--- config.mk ---
export PLATFORM = sky130hd
export DESIGN_NAME = fir_mac_sequencer
export DESIGN_NICKNAME = d
export VERILOG_FILES = /design/src/rtl/fir_mac_sequencer.sv
export SDC_FILE = /design/constraint.sdc
export NUM_CORES = 1
export LEC_CHECK = 0
export ABC_AREA = 1
export BUFFER_PORTS_ARGS = -buffer_cell sky130_fd_sc_hd__buf_4
export CAP_MARGIN = 40
export CORE_UTILIZATION = 55
export CTS_CLUSTER_SIZE = 16
export DETAILED_ROUTE_END_ITERATION = 16
export PLACE_DENSITY = 0.69
export SLEW_MARGIN = 15
export SYNTH_ARGS = -nofsm -noshare
export SYNTH_HDL_FRONTEND = slang
export SYNTH_SLANG_ARGS = --single-unit
export TNS_END_PERCENT = 100
--- constraint.sdc ---
create_clock -name clk -period 8.05 [get_ports clk]
set_input_delay 0.805 -clock clk [delete_from_list [all_inputs] [get_ports clk]]
set_output_delay 0.805 -clock clk [all_outputs]
set_load 0.05 [all_outputs]
--- src/rtl/fir_mac_sequencer.sv ---
// Time-multiplexed FIR: one sample per handshake, then a single MAC walks all
// taps of a circular delay line. y is updated with a one-cycle out_valid pulse.
module fir_mac_sequencer #(
  parameter int NTAPS = 8,
  parameter int XW    = 12,
  parameter int CW    = 12,
  parameter int YW    = 32,
  parameter int AW    = 3
) (
  input  logic                 clk,
  input  logic                 nreset,
  input  logic                 in_valid,
  output logic                 in_ready,
  input  logic signed [XW-1:0] x,
  input  logic                 coef_we,
  input  logic [AW-1:0]        coef_addr,
  input  logic signed [CW-1:0] coef_data,
  output logic                 coef_err,
  output logic                 busy,
  output logic                 out_valid,
  output logic signed [YW-1:0] y
);

  typedef enum logic {S_IDLE, S_MAC} state_t;

  state_t                r_state, w_next;
  logic signed [CW-1:0]  r_coef  [NTAPS];
  logic signed [XW-1:0]  r_delay [NTAPS];
  logic [AW-1:0]         r_wr_ptr, r_newest, r_k;
  logic signed [YW-1:0]  r_acc, r_y;
  logic                  r_out_valid, r_coef_err;

  logic                  w_idle, w_accept, w_last;
  logic [AW-1:0]         w_tap_idx;
  logic signed [XW+CW-1:0] w_prod;
  logic signed [YW-1:0]  w_prod_ext, w_sum;

  assign w_idle    = (r_state == S_IDLE);
  assign w_accept  = in_valid && w_idle;
  assign w_last    = (r_state == S_MAC) && (r_k == AW'(NTAPS-1));
  // AW-bit subtraction gives the modulo-NTAPS wrap for free
  assign w_tap_idx = r_newest - r_k;
  assign w_prod    = r_delay[w_tap_idx] * r_coef[r_k];
  assign w_prod_ext = {{(YW-XW-CW){w_prod[XW+CW-1]}}, w_prod};
  assign w_sum     = r_acc + w_prod_ext;

  assign in_ready  = w_idle;
  assign busy      = (r_state == S_MAC);
  assign out_valid = r_out_valid;
  assign coef_err  = r_coef_err;
  assign y         = r_y;

  always_ff @(posedge clk or negedge nreset) begin
    if (!nreset) r_state <= S_IDLE;
    else         r_state <= w_next;
  end

  always_comb begin
    w_next = r_state;
    case (r_state)
      S_IDLE:  if (w_accept) w_next = S_MAC;
      S_MAC:   if (w_last)   w_next = S_IDLE;
      default: w_next = S_IDLE;
    endcase
  end

  // A write landing on the accept edge is visible to the MAC that follows
  always_ff @(posedge clk or negedge nreset) begin
    if (!nreset) begin
      for (int i = 0; i < NTAPS; i++) r_coef[i] <= '0;
    end else if (coef_we && w_idle) begin
      r_coef[coef_addr] <= coef_data;
    end
  end

  always_ff @(posedge clk or negedge nreset) begin
    if (!nreset) begin
      for (int i = 0; i < NTAPS; i++) r_delay[i] <= '0;
    end else if (w_accept) begin
      r_delay[r_wr_ptr] <= x;
    end
  end

  always_ff @(posedge clk or negedge nreset) begin
    if (!nreset) begin
      r_wr_ptr    <= '0;
      r_newest    <= '0;
      r_k         <= '0;
      r_acc       <= '0;
      r_y         <= '0;
      r_out_valid <= 1'b0;
      r_coef_err  <= 1'b0;
    end else begin
      r_out_valid <= 1'b0;
      r_coef_err  <= coef_we && (r_state == S_MAC);
      if (w_accept) begin
        r_newest <= r_wr_ptr;
        r_wr_ptr <= r_wr_ptr + 1'b1;
        r_acc    <= '0;
        r_k      <= '0;
      end else if (r_state == S_MAC) begin
        r_acc <= w_sum;
        r_k   <= r_k + 1'b1;
        if (w_last) begin
          r_y         <= w_sum;
          r_out_valid <= 1'b1;
        end
      end
    end
  end

endmodule

# ---- Word level (Yosys, flattened, before mapping)
# Index checks and enable logic that the tools add are counted.
dict set report totals {
  regBits 268
  inputBits 31
}
dict set report op_classes {
  addsub 4
  mul 1
  n_lt_le_gt_ge 6
  n_eq_ne 1
  muxes 22
  n_bitwise 6
  n_reduce_logical 8
}
# cell count
set ops {}
lappend ops {{96-bit bitwise mux} 2}
lappend ops {{12-bit binary-select mux with 3-bit select} 2}
lappend ops {{12-bit demux with 3-bit select} 2}
lappend ops {{12-bit 2-to-1 mux} 6}
lappend ops {{32-bit 2-to-1 mux} 2}
lappend ops {{32-bit by 24-bit adder with 32-bit output} 1}
lappend ops {{12-bit by 12-bit multiplier with 24-bit output} 1}
lappend ops {{4-bit >= comparator, second input constant} 4}
lappend ops {{3-bit inverter with 4-bit output} 4}
lappend ops {{4-bit by 1-bit less-than comparator with 1-bit output, second input constant} 2}
lappend ops {{3-bit by 1-bit adder with 3-bit output, second input constant} 2}
lappend ops {{1-bit logical AND} 6}
lappend ops {{3-bit 2-to-1 mux} 2}
lappend ops {{1-bit 2-to-1 mux} 5}
lappend ops {{3-bit == test, second input constant} 1}
lappend ops {{3-bit AND reduction} 1}
lappend ops {{3-bit subtractor} 1}
lappend ops {{1-bit inverter} 2}
lappend ops {{1-bit case mux with 2 select lines} 1}
lappend ops {{2-bit nonzero test} 1}

# ---- Depth between registers and ports, before layout
dict set report logic_depth {
  depth_word 9
  ltp_mapped 36
}

# ---- Worst setup path after synthesis
# No wires, ideal clock.
dict set report synth_timing {
  path_kind {reg2reg}
  start {reg r_k[1]}
  end {reg r_y[31], in the netlist y[31]}
  setup_time_ns 0.118
  t_arrival_ns 6.875
  required_ns 7.932
  slack_ns 1.058
  stages_incl_launch_ff 31
  path_buffers 3
  cell_sequence {dfrtp_1 > buf_2 > inv_1 > buf_2 > fa_1 > clkbuf_1 > o21ai_0 > nand2_1 > nand2_2 > nor2_1 > inv_1 > fa_1 > fa_1 > fa_1 > inv_1 > fa_1 > inv_1 > fa_1 > inv_1 > ha_1 > ha_1 > nand2_1 > inv_1 > nand2_1 > nor2_1 > and3_1 > nand2_1 > nand3_1 > nand2_1 > nand2_1 > nand2_1}
}
dict set report synth_via {
  elab_chain_len 7
}
# element line
set synth_lines {}
lappend synth_lines {{start, declared} 29} ;# logic [AW-1:0] r_wr_ptr, r_newest, r_k;
lappend synth_lines {{start signal, assigned} 103} ;# r_k <= r_k + 1'b1;
lappend synth_lines {{3-bit subtractor} 42} ;# assign w_tap_idx = r_newest - r_k;
lappend synth_lines {{3-bit inverter with 4-bit output (implied by the code)} 43} ;# assign w_prod = r_delay[w_tap_idx] * r_coef[r_k];
lappend synth_lines {{12-bit binary-select mux with 3-bit select} 43}
lappend synth_lines {{12-bit 2-to-1 mux (implied by the code) (2 in a row)} 43}
lappend synth_lines {{12-bit by 12-bit multiplier with 24-bit output} 43}
lappend synth_lines {{32-bit by 24-bit adder with 32-bit output} 45} ;# assign w_sum = r_acc + w_prod_ext;
lappend synth_lines {{end signal, assigned} 105} ;# r_y <= w_sum;
lappend synth_lines {{end, declared} 30} ;# logic signed [YW-1:0] r_acc, r_y;
# Parallel ways exist; a longest one is shown, timed or not. The select of a mux whose other input is x is not followed.
# A chain may end at the register's enable or synchronous reset.

# ---- Final worst setup path
dict set report layout_timing {
  start {reg r_newest[0]}
  end {reg r_acc[23]}
}
dict set report layout_via {
  elab_chain_len 9
}
# element line
set layout_lines {}
lappend layout_lines {{start, declared} 29}
lappend layout_lines {{start signal, assigned} 97} ;# r_newest <= r_wr_ptr;
lappend layout_lines {{3-bit subtractor} 42}
lappend layout_lines {{3-bit inverter with 4-bit output (implied by the code)} 43}
lappend layout_lines {{12-bit binary-select mux with 3-bit select} 43}
lappend layout_lines {{12-bit 2-to-1 mux (implied by the code) (2 in a row)} 43}
lappend layout_lines {{12-bit by 12-bit multiplier with 24-bit output} 43}
lappend layout_lines {{32-bit by 24-bit adder with 32-bit output} 45}
lappend layout_lines {{32-bit 2-to-1 mux} 101} ;# end else if (r_state == S_MAC) begin
lappend layout_lines {{32-bit 2-to-1 mux} 96} ;# if (w_accept) begin
lappend layout_lines {{end signal, assigned} 102} ;# r_acc <= w_sum;
lappend layout_lines {{end, declared} 30}
# No other way between the ends. The select of a mux whose other input is x is not followed.

==> flow_summary.yaml <==
sta:
  setup_viol: 0
  fin_crit_ps: 7490
  hold_viol: 0
  setup-tns-final_ps: 0
  final.period_utilization_pct: 93.0
  clock_skew_ps: 21.6
  worst_pin_slew_ps: 1000
  maxSlewViolCount: 0
  rsz0062_at_grt: "no"
  max-slew-margin-rel_pct: 33.1
  fmax_mhz: 134
  layout_setup_ws_ps: 562
cts:
  clk_latency_ps: 580
  root_buffer: "clkbuf_16"
  cts.sinks: 268
  htreeDepth: 1
  cts_setup_buffers: 0
  cts_hold_buf: 0
  cts.path.max_buffers: 3
  clk_pin_slew_ps: 60
  numCtsBuffers: 31
  cts_tree: "done"
  cts_resized: 0
layout:
  num-nets-final: 2803
  seq_area_um2: 6710
  layout-drive-gt1-share_pct: 7.88
  syn_to_final_growth_pct: 10.4
  multi_input_area_um2: 11100
  instances_no_fill: 2975
  fillers: 3158
route:
  drt_wl_total_um: 50100
  viasPerCell: 5.34
  dr.pass1.iters: 5
  drc: 0
  post_drt_wl_per_cell_um: 16.8
  ant_nets: 0
  drt_iter0_drc: 1265
  vias: 15885
run:
  drv_cap: 0
logic_synthesis:
  synth.net_count: 2756
  synth_area_per_cell_um2: 8.12
  syn_area_um2: 19800
  synthCells: 2442
  ys_ff_latch: 268
  ys_seq_area_share_pct: 33.8
  synthDistinctLibCells: 36
  ys_warn_count: 0
critical_path:
  critPathMostFrequentCell: "inv_1"
  critPathMaxFanout: 11
  crit_arrival_ps: 7940
  critPathBufInv: 7
  cp_slowest_cell: "fa_2"
  crit_family: "adder cells"
  path_class: "reg -> reg"
  start_kind: "register"
  cp-end-kind: "register"
  rrSetupSlack_ps: 560
  slowest_delay_ps: 810
  required_ps: 8500
place:
  post-place-ws_ps: 589
  post-place-cells: 2916
  dp_hpwl_um: 37000
  gp_congestion: 0.985
  port_buffers: 66
floorplan:
  dieWidth_um: 192
  num_io_pins: 67
  initial_core_util_pct: 55.9
  die_area_um2: 36800
  coreArea_um2: 35500
  chipHeight_um: 192
  row_count: 69
run_status:
  status: "finished clean"
grt:
  grt_pass1_wl_um: 82400
  grt_max_degree: 187
  grt_pass1_vias: 16023
  overflow: 0
  grt_use_total_pct: 28.8
  grt_antenna_before_repair: 0
worst_hold_path:
  hold_path.class: "in -> async"
-- worst reg2reg max path: cells and delay by family, from the launching register on --
kind / cells / cell delay [ps]
buffers and inverters: 7 / 820
and+or+nand+nor: 11 / 1980
AOI/OAI and AO/OA: 3 / 230
adders and majority gates: 9 / 3960
DFF: 1 / 370
-- synth_stat cells --
master	count	area, µm²
or2_2	2	12.5
buf_1	1	3.75
clkbuf_1	38	143
nand3b_1	3	22.5
inv_2	17	63.8
xor2_1	3	26.3
nor3_4	3	48.8
nand4_1	15	93.8
o31ai_1	2	15.0
nor2_2	4	25.0
buf_2	32	160
fa_1	196	3920
nand2_2	12	75.1
o21bai_1	7	52.6
buf_4	8	60.1
nand2_1	676	2540
and3_1	1	6.26
a21oi_1	73	365
xnor2_1	9	78.8
inv_1	410	1540
ha_1	87	1090
o21ai_1	4	20.0
nand3_1	106	531
xnor2_2	1	16.3
clkbuf_2	1	5.00
nor2_1	151	567
clkinv_1	1	3.75
dfrtp_1	268	6710
nand2_4	2	22.5
buf_6	6	67.6
nor2_4	1	11.3
a21o_1	1	7.51
nor3_1	5	25.0
o22ai_1	12	75.1
nor3b_1	1	7.51
o21ai_0	283	1420
-- per-stage QoR --
step	hold slack [ps]	instance area [µm²]	util, %
6_report	198	21900	61.7
5_1_grt	257	21900	61.7
4_1_cts	236	21900	61.6
3_5_place_dp	469	20800	58.6
3_3_place_gp	462	20600	58.2
2_1_floorplan	448	19800	-
-- routing by layer --
layer	track usage (%)	vias up	wire, µm
met5	0	-	0
met4	9.16	0	1610
met3	5.92	84	3930
met2	46.2	539	23100
met1	39.2	7649	21400
li1	-	7613	-
-- worst paths after layout --
check                                   startpoint                 endpoint  cells after the start
setup / recovery           r_newest[0]$_DFFE_PN0P_    r_acc[23]$_DFFE_PN0P_                     30
hold / removal                              nreset  r_delay[25]$_DFFE_PN0P_                      1
setup reg to reg           r_newest[0]$_DFFE_PN0P_    r_acc[23]$_DFFE_PN0P_                     30
hold reg to reg              r_acc[28]$_DFFE_PN0P_    r_acc[28]$_DFFE_PN0P_                      2
max in group asynchronous                   nreset   r_coef[48]$_DFFE_PN0P_                      2
min in group clk                           coef_we       coef_err$_DFF_PN0_                      3
-- cells by family after synthesis --
| kind of cell | Yosys count | synth area share, % |
|---|---|---|
| adders and majority gates | 283 | 25.3 |
| and+or+nand+nor | 982 | 20.1 |
| xor gates and xnor gates | 13 | 0.612 |
| DFF | 268 | 33.8 |
| buffers and inverters | 514 | 10.3 |
| AOI/OAI and AO/OA | 382 | 9.85 |
-- area by class of cell --
type | count | share of cell area [%]
diodes | 1 | 0.0114
well taps | 461 | 2.64
multi-input cells | 1660 | 50.6
inverters | 428 | 7.34
repair buffers | 100 | 3.89
clock buffers | 39 | 3.96
clock inverters | 18 | 0.926
flip-flops and latches | 268 | 30.6
-- cells in the final DEF, fill, tap and decap left out, drive strengths merged, types with 3 or more instances in the layout --
cell type	instances
nand4	15
nor3	8
fa	196
bufinv	4
a21oi	73
nand2	690
buf	100
o22ai	12
o21bai	7
xnor2	10
clkbuf	39
nor2	156
clkinv	10
clkinvlp	5
inv	427
xor2	3
ha	87
nand3	106
o21ai	287
nand3b	3
dfrtp	268
-- flip-flops by register name, summed over array words and instances, names as in the netlist --
signal / flops
coef_err: 1
busy: 1
r_newest: 3
y: 32
r_k: 3
out_valid: 1
r_acc: 32
r_wr_ptr: 3
r_delay: 96
r_coef: 96
Power is left out: the tool's default activity adds up to more than one toggle a clock period on the data nets, which glitch-free logic cannot reach.
